## config.mk

```make
export PLATFORM = sky130hd
export DESIGN_NAME = ram_nway
export DESIGN_NICKNAME = d
export VERILOG_FILES = /design/src/rtl/ram_pkg.sv /design/src/rtl/register_n.sv /design/src/rtl/ram_nway.sv
export SDC_FILE = /design/constraint.sdc
export NUM_CORES = 1
export LEC_CHECK = 0
export CAP_MARGIN = 20
export CORE_MARGIN = 2
export CORE_UTILIZATION = 50
export DETAILED_ROUTE_END_ITERATION = 10
export GPL_TIMING_DRIVEN = 1
export MAX_ROUTING_LAYER = met4
export PLACE_DENSITY_LB_ADDON = 0.08
export SLEW_MARGIN = 5
export SYNTH_ARGS = -nofsm -noshare
export SYNTH_HDL_FRONTEND = slang
export SYNTH_HIERARCHICAL = 1
export SYNTH_SLANG_ARGS = --single-unit
export TNS_END_PERCENT = 5
```

## constraint.sdc

```tcl
create_clock -name clk -period 3.9 [get_ports clk]
set_input_delay 0.78 -clock clk [delete_from_list [all_inputs] [get_ports clk]]
set_output_delay 0.78 -clock clk [all_outputs]
set_load 0.005 [all_outputs]
```

## src/rtl/ram_pkg.sv

```systemverilog
// Shared types and helpers for the RAM and PC blocks of the sequential layer.
package ram_pkg;

   // Two-state lifecycle: sweep memory to zero, then serve reads and writes.
   typedef enum logic {ST_CLEAR, ST_IDLE} ram_state_t;

   // Address width for a memory of the given depth (never below one bit).
   function automatic int unsigned addr_width(input int unsigned depth);
      return (depth < 2) ? 1 : $clog2(depth);
   endfunction

endpackage

```

## src/rtl/register_n.sv

```systemverilog
// One WIDTH-bit storage word; written when load is high at the rising edge.
// Deliberately reset-free: the owning RAM clears its words with a sweep.
module register_n #(
   parameter int unsigned WIDTH = 16
) (
   input  logic             clk,
   input  logic             load,
   input  logic [WIDTH-1:0] in,
   output logic [WIDTH-1:0] out
);

   // Capture the new word only on an enabled edge.
   always_ff @(posedge clk) begin
      if (load) begin
         out <= in;
      end
   end

endmodule

```

## src/rtl/ram_nway.sv

```systemverilog
// Parametrised DEPTH x WIDTH word RAM with a combinational read port and a
// post-reset clear sweep that zeroes every word while busy is high.
// Optional feature macro: RAM_NWAY_BYPASS_EN (write-through forwarding of in
// onto out during an accepted write cycle).
module ram_nway
   import ram_pkg::*;
#(
   parameter  int unsigned WIDTH  = 16,
   parameter  int unsigned DEPTH  = 8,
   localparam int unsigned ADDR_W = addr_width(DEPTH)
) (
   input  logic              clk,
   input  logic              reset,
   input  logic [WIDTH-1:0]  in,
   input  logic              load,
   input  logic [ADDR_W-1:0] address,
   output logic [WIDTH-1:0]  out,
   output logic              busy
);

   ram_state_t        state_q;
   ram_state_t        state_d;
   logic [ADDR_W-1:0] clr_ptr_q;
   logic [ADDR_W-1:0] clr_ptr_d;

   logic [DEPTH-1:0]  word_we;
   logic [WIDTH-1:0]  word_d;
   logic [WIDTH-1:0]  word_q [DEPTH];
   logic [WIDTH-1:0]  stored_rd;

   // State and clear pointer; reset parks the sweep at word 0.
   always_ff @(posedge clk) begin
      if (reset) begin
         state_q   <= ST_CLEAR;
         clr_ptr_q <= '0;
      end else begin
         state_q   <= state_d;
         clr_ptr_q <= clr_ptr_d;
      end
   end

   // Next state: step the pointer once per cycle, leave after the last word.
   always_comb begin
      state_d   = state_q;
      clr_ptr_d = clr_ptr_q;
      case (state_q)
         ST_CLEAR: begin
            if (clr_ptr_q == ADDR_W'(DEPTH - 1)) begin
               state_d   = ST_IDLE;
               clr_ptr_d = '0;
            end else begin
               clr_ptr_d = clr_ptr_q + ADDR_W'(1);
            end
         end
         ST_IDLE: begin
            state_d = ST_IDLE;
         end
         default: begin
            state_d = ST_CLEAR;
         end
      endcase
   end

   assign busy = (state_q == ST_CLEAR);

   // Write decode: the sweep owns the write port while clearing, the user
   // port only when idle; out-of-range addresses match no word.
   always_comb begin
      word_we = '0;
      word_d  = busy ? '0 : in;
      if (!reset) begin
         for (int i = 0; i < DEPTH; i++) begin
            if (busy) begin
               word_we[i] = (clr_ptr_q == ADDR_W'(i));
            end else begin
               word_we[i] = load && (address == ADDR_W'(i));
            end
         end
      end
   end

   // One storage register per word.
   for (genvar g = 0; g < DEPTH; g++) begin : g_word
      register_n #(
         .WIDTH (WIDTH)
      ) u_word (
         .clk  (clk),
         .load (word_we[g]),
         .in   (word_d),
         .out  (word_q[g])
      );
   end

   // Read mux: an address past the last word reads as zero.
   always_comb begin
      stored_rd = '0;
      for (int i = 0; i < DEPTH; i++) begin
         if (address == ADDR_W'(i)) begin
            stored_rd = word_q[i];
         end
      end
   end

`ifdef RAM_NWAY_BYPASS_EN
   logic addr_ok;
   assign addr_ok = (32'(address) < DEPTH);

   // Output: zero while clearing, otherwise forward an accepted write.
   always_comb begin
      out = '0;
      if (!busy) begin
         if (load && addr_ok) begin
            out = in;
         end else begin
            out = stored_rd;
         end
      end
   end
`else
   // Output: zero while clearing, otherwise the stored word.
   always_comb begin
      out = '0;
      if (!busy) begin
         out = stored_rd;
      end
   end
`endif

endmodule
```

==> run summary <==
Dominant cell by count in the synthesized netlist: edfxtp_1
Worst IR Drop VDD: 289.4 uV
Synth Register Bits: 132
Final hold vios: 0
Yosys top cell area share: 0.6906
Die area: 11990 sq um
Mapped Cells: 372
CP max stage cell: or2_1
Initial antenna violation count: 0
Min Tclk post-route: 3.718 ns
Number of flops mapped to enable cells by yosys: 128
Hold Startpoint: clr_ptr_q[2]$_SDFFE_PP0N_
Psw: 0.0006634 W
Comb pwr share: 0.059
CTS tree: done
Netlist Area Pre-Place: 5565 sq um
Reg area: 3924 sq um
Switching share of power: 0.2014
Hold EP: clr_ptr_q[2]$_SDFFE_PP0N_
Clock power frac: 0.457
CTS resizes: 0
Skew final: 0.007421 ns
Worst path arrival time: 2.94 ns
Reg2reg start: state_q$_SDFF_PP0_
Yosys cell types: 29
Worst-margin pin slew: 0.9282 ns
Gr ovfl total: 0
Die Wd: 109.5 um
Initial DRT Pass Iterations: 5
Most Frequent Cell on Critical Path: clkdlybuf4s50_1
Power Density: 492.3 nW/um^2
Total number of vias: 3095
Detail Placement HPWL: 6.593 mm
Tcrit/Tclk final: 0.9534
Sequential share of the synthesized area: 0.7050
Max Fanout on Critical Path: 15
IO Pins: 39
Root buffer cell: clkbuf_8
Wire per inst: 18.85 um
Tot GR Track Use: 0.2057
Most frequent cells after synthesis: edfxtp_1 (128), mux2i_1 (49), o21ai_0 (42), nor2_1 (32), a21oi_1 (21)
DR iter-0 viols: 167
RSZ-0062 raised after global routing: false
Status: finished clean
Pins over their slew limit: 0
Remaining antenna violation count: 0
Initial Utilization: 0.5134
CP Capture Type: output pin
Crit-path cells: clkdlybuf4s50_1 > or2_1 > o22ai_2 > a21oi_1 > nor2_1 > clkdlybuf4s50_1
Reg clk slew, reported paths: 0.06 ns
Main area contributors after synthesis: edfxtp_1 (69%), mux2i_1 (8.8%), o21ai_0 (3.8%), o22ai_2 (2.5%), nor2_1 (2.2%)
Placement Rows: 38
Worst skew pair latency: 0.51 ns
CP Launch Type: primary input
Gpl congestion: 0.7889
Req. time, crit path: 3.12 ns
Reg2reg end: g_word[4].u_word/out[9]$_DFFE_PP_
Asr flop ratio synth: 0
Area growth from synthesis to layout: 20.19%
Slew HR: 0.3812
Sequential power share: 0.484
Vias per inst: 5.345
Max clock buf depth: 2
Setup slack, reg-to-reg: 1.79 ns
# hold bufs at CTS: 0
Share of layout cells above drive strength 1: 0.1458
Setup Fix Bufs, Post-CTS: 0
Synth Area per Inst: 14.96 sq um
Die Height: 109.5 um
Pin count of the biggest net entering global routing: 31
Num CTS Buffers: 17
H-tree depth: 4
WL final: 10.91 mm
Core ar.: 10840 sq um
WHS Path Cells: 2
DRC: 0
Total nets after synthesis: 400
Synth Warn #: 6
Post-synth top area cell: edfxtp_1
R2R cell count: 6
Max stage delay on crit path: 0.74 ns
Critical path class: primary input to output pin
Setup tns final: 0 ns
Max Clock Freq: 0.2689 GHz
Top_reg_cell synth: edfxtp_1
Buffers on Ports: 38
Sink Count: 132
Fill cell count: 828
Worst min path class: flop to flop
Diodes inserted: 0
Final Setup Violations: 0
Hold_ws: 0.5788 ns
First-pass GRT wire length: 17.04 mm
Fin nets: 454
Multi-input gate area: 1446 sq um
Internal power: 0.002630 W
Number of global-route vias before repair: 3146
Lkg Pwr: 2.381 nW
Max-cap violations: 0
[power by group through the flow]
stage / Combinational, W / Sequential [W] / Clock, W
final: 0.000194 / 0.00159 / 0.00151
after global routing: 0.000212 / 0.00160 / 0.00160
after CTS: 0.000197 / 0.00159 / 0.00153
after detailed placement: 0.000195 / 0.00162 / 0
after global placement: 0.000194 / 0.00162 / 0
after floorplan: 0.000130 / 0.00162 / 0
[per-stage QoR]
step                      instances  setup slack (ns)  instance area [sq um]  power, W    util
after floorplan                 372             1.007                   5565  0.001750       -
after global placement          547            0.1899                   6123  0.001814  0.5649
after detailed placement        547            0.1940                   6123  0.001817  0.5649
after CTS                       579            0.1849                   6689  0.003319  0.6170
after global routing            579           0.06296                   6689  0.003403  0.6170
final                           579            0.1817                   6689  0.003293  0.6170
[cell usage in the layout (no fill, tap or decap), drive strengths merged, types with 2 or more instances in the layout]
master         Yosys  routed
edfxtp           128     128
mux2i             49      49
o21ai             45      45
clkdlybuf4s50      0      37
nor2              32      32
buf               18      23
clkbuf             7      22
a21oi             21      21
and2              16      16
o22ai             16      16
inv                6       6
nand2              6       6
ha                 6       6
clkinv             0       6
dfxtp              4       4
nand4              3       3
bufinv             0       3
nor3               3       3
nand2b             2       2
nand3              2       2
a32oi              2       2
a22oi              2       2
[kinds of logic after synthesis]
family                   after synthesis  share of synthesized area
adder cells (fa/ha/maj)                6                    0.01349
AO/OA/AOI/OAI                         88                    0.09825
buffers and inverters                 31                    0.03732
flip-flops                           132                     0.7050
multiplexers                          49                    0.08813
AND/OR/NAND/NOR                       66                    0.05778
[area by class of cell]
| cell class | count | area share |
|---|---|---|
| Clock buffer | 22 | 0.06472 |
| Timing Repair Buffer | 60 | 0.08305 |
| Multi-Input combinational cell | 209 | 0.2162 |
| Inverter | 6 | 0.003367 |
| Clock inverter | 10 | 0.01983 |
| Tap cell | 140 | 0.02619 |
| Sequential cell | 132 | 0.5866 |
[registers in the layout, summed over array words and instances (netlist names)]
name	count
clr_ptr_q	3
g_word.u_word/out	128
state_q	1
[worst max path at each step]
stage	startpoint	to	slack, ns	cells past startpoint
after floorplan	address[1]	g_word[7].u_word/out[0]$_DFFE_PP_	1.01	4
after global placement	address[0]	out[14]	0.19	6
after detailed placement	address[0]	out[3]	0.19	6
after CTS	address[2]	out[4]	0.18	6
after global routing	address[2]	out[2]	0.06	6
final	address[2]	out[4]	0.18	6
[worst max-delay path, delay by kind of cell]
kind,cells,cell delay [ns]
AO/OA/AOI/OAI,2,0.34
buffers and inverters,2,0.99
AND/OR/NAND/NOR,2,0.81
[routing by layer]
| metal | GRT usage | share of wire |
|---|---|---|
| met5 | - | 0 |
| met4 | 0.06239 | 0.0049 |
| met3 | 0.05157 | 0.030 |
| met2 | 0.3373 | 0.50 |
| met1 | 0.2540 | 0.46 |
Note: power is estimated with default switching activity, not from simulation.
==> variant (same flow settings) <==
Add a define of `RAM_NWAY_BYPASS_EN`.
--- a/src/rtl/ram_nway.sv
+++ b/src/rtl/ram_nway.sv
@@ -2,6 +2,8 @@
 // post-reset clear sweep that zeroes every word while busy is high.
 // Optional feature macro: RAM_NWAY_BYPASS_EN (write-through forwarding of in
 // onto out during an accepted write cycle).
+`define RAM_NWAY_BYPASS_EN
+
 module ram_nway
    import ram_pkg::*;
 #(
Check against the original RTL: not equivalent (Yosys sat finds a counterexample within 10 cycles, from zero or initial values and one cycle with reset high).
==> variant against the unedited design <==
Count of clock-buffer cells in the layout is 4 lower; register-to-register slack lost 0.25 ns; routed wire length grew 26%; sequential cell count stayed put; cell area increased by 4.3%; synthesized area grew 6.0%; first-iteration DRC count is 55% higher; worst setup slack better by 0.19 ns; power fell by 1.6%.
==> variant: results (changes against the unedited design) <==
The worst-skew pair later-pin latency is 0.42 ns (-0.09 ns). The initial antenna violation count came out at 0 (unchanged). The maximum fanout encountered on the critical timing path is 24 (+9). The tree is rooted in a clkbuf_16.

The number of enable-type register cells in the synthesized netlist came to 128 (unchanged). The post-place setup slack came out at 0.383 ns (+0.189 ns). The CTS H-tree depth is 4 (unchanged). The static leakage power came to 0.00248 µW (+4.3%). The run finished with clean final reports. The count of routing violations after the opening detailed-route iteration came out at 259 (+55%). The path type of the worst min-delay path is flop to flop.

The ratio of routed vias to standard cells came out at 5.94 (+11%). The net total in the final layout is 488 (+7.5%). The fraction of layout instances using a drive strength above 1 came out at 18.0% (+3.4 points). The TritonCTS clock tree is done. The maximum ir drop on the vdd rail came to 327 µV (+13%). The total instance count after detailed placement came to 584 (+6.8%). The length of the first detailed-routing pass in iterations came out at 6 (+1). The number of global-route vias before repair is 3,760 (+20%). Sorting the synthesized cells by area gives the leading types as edfxtp_1 (65%), mux2i_1 (4.6%), a221oi_2 (2.5%). The sequential cell area fraction in the yosys report came out at 66.5% (-4.0 points). The detailed placer's ending HPWL is 8280 µm (+26%). The warning count from the yosys run is 6 (unchanged). The detail-routed net length per standard cell came to 22.3 µm (+18%). The largest registers in the layout are g_word.u_word/out: 128 flops, clr_ptr_q: 3 flops, state_q: 1 flops. The number of different library cells in the post-synthesis netlist came to 35 (+21%). The maximum buffer depth of the clock tree came out at 2 (unchanged). The count of filler cells inserted in the layout came out at 899 (+8.6%). The final wirelength is 13,700 µm (+26%). The area after detailed placement is 6450 µm² (+5.4%). The transition time at the pin with the least slew margin came out at 0.963 ns (+0.0345 ns). The clock slew at the register clock pins of the worst setup and hold paths is 0.05 ns.

Ranked by instance count, the synthesized netlist is headed by edfxtp_1 (128), mux2i_1 (27), a21oi_1 (26). The post-CTS setup buffer count is 0 (unchanged). The worst endpoint data arrival time is 2.74 ns (-0.20 ns). The routability congestion estimate from global placement came out at 0.775 (-1.8%). The mean post-synth cell area is 14.6 µm² (-2.4%).

The largest net degree at the start of global routing is 27 (-13%). The number of cells upsized or downsized after cts is 0 (unchanged). The global-route wire length before repair came out at 21,500 µm (+26%).

The number of CTS-inserted buffers is 17 (unchanged). The total global routing track utilization came out at 23.6% (+3.0 points). The net count after synthesis came to 432 (+8.0%). The post-synthesis async set-or-reset flop share came out at 0% (unchanged). The worst clock skew is 0.00723 ns (-0.000189 ns).

The diode insertion count for antenna repair is 0 (unchanged). The total of buffers placed on input and output ports came out at 38 (unchanged).
## variant: cell types whose count changed after synthesis, moves of 7 or more
| cell | delta |
|---|---|
| o22ai_2 | -11 |
| nand2_1 | +7 |
| o21ai_0 | -22 |
| mux2_2 | +12 |
| o2bb2ai_1 | +10 |
| nor2_1 | -7 |
| mux2i_1 | -22 |
| a22o_1 | +10 |
| o211ai_1 | +9 |
| nand3_1 | +12 |
| a221oi_2 | +10 |
## variant: per-layer routing
layer	wire (µm)	vias to the layer above	global-route usage, %
met1	6020	1808	31.2
met2	6730	128	36.6
met4	214	0	8.37
met3	753	21	4.75
met5	0	-	-
li1	-	1702	-
## variant: critical path: stages
cell	delay, ns
buf_2	0.43
buf_4	0.24
mux2_2	0.33
a21oi_1	0.19
o2111ai_1	0.13
o2111a_1	0.18
clkdlybuf4s50_1	0.45
## variant: cell families after synthesis
logic type	synth area share (%)
flip-flops	66.5
AO/OA/AOI/OAI	14.2
AND/OR/NAND/NOR	6.83
multiplexers	6.87
buffers and inverters	4.39
adder cells (fa/ha/maj)	1.27
## variant: area by class of cell
class	instances	area [µm²]	share of cell area [%]
sequential	132	3920	56.3
clock inverter	14	95.1	1.36
timing repair buffer	68	603	8.65
clock buffer	18	429	6.15
tap	143	179	2.57
inverter	6	22.5	0.323
multi-input combinational	235	1720	24.7
## variant: report_power, final
group	total (µW)	internal (µW)	switching, µW
combinational	231	90.0	141
sequential	1590	1580	12.4
clock	1410	855	560
## variant: worst paths after layout
check | from | end | slack [ns] | cells past startpoint
worst max register to register | state_q | g_word[1].u_word/out[5] | 1.54 | 4
worst min register to register | clr_ptr_q[1] | clr_ptr_q[1] | 0.57 | 2
worst min-delay path | clr_ptr_q[1] | clr_ptr_q[1] | 0.57 | 2
worst max-delay path | address[0] | out[11] | 0.38 | 7
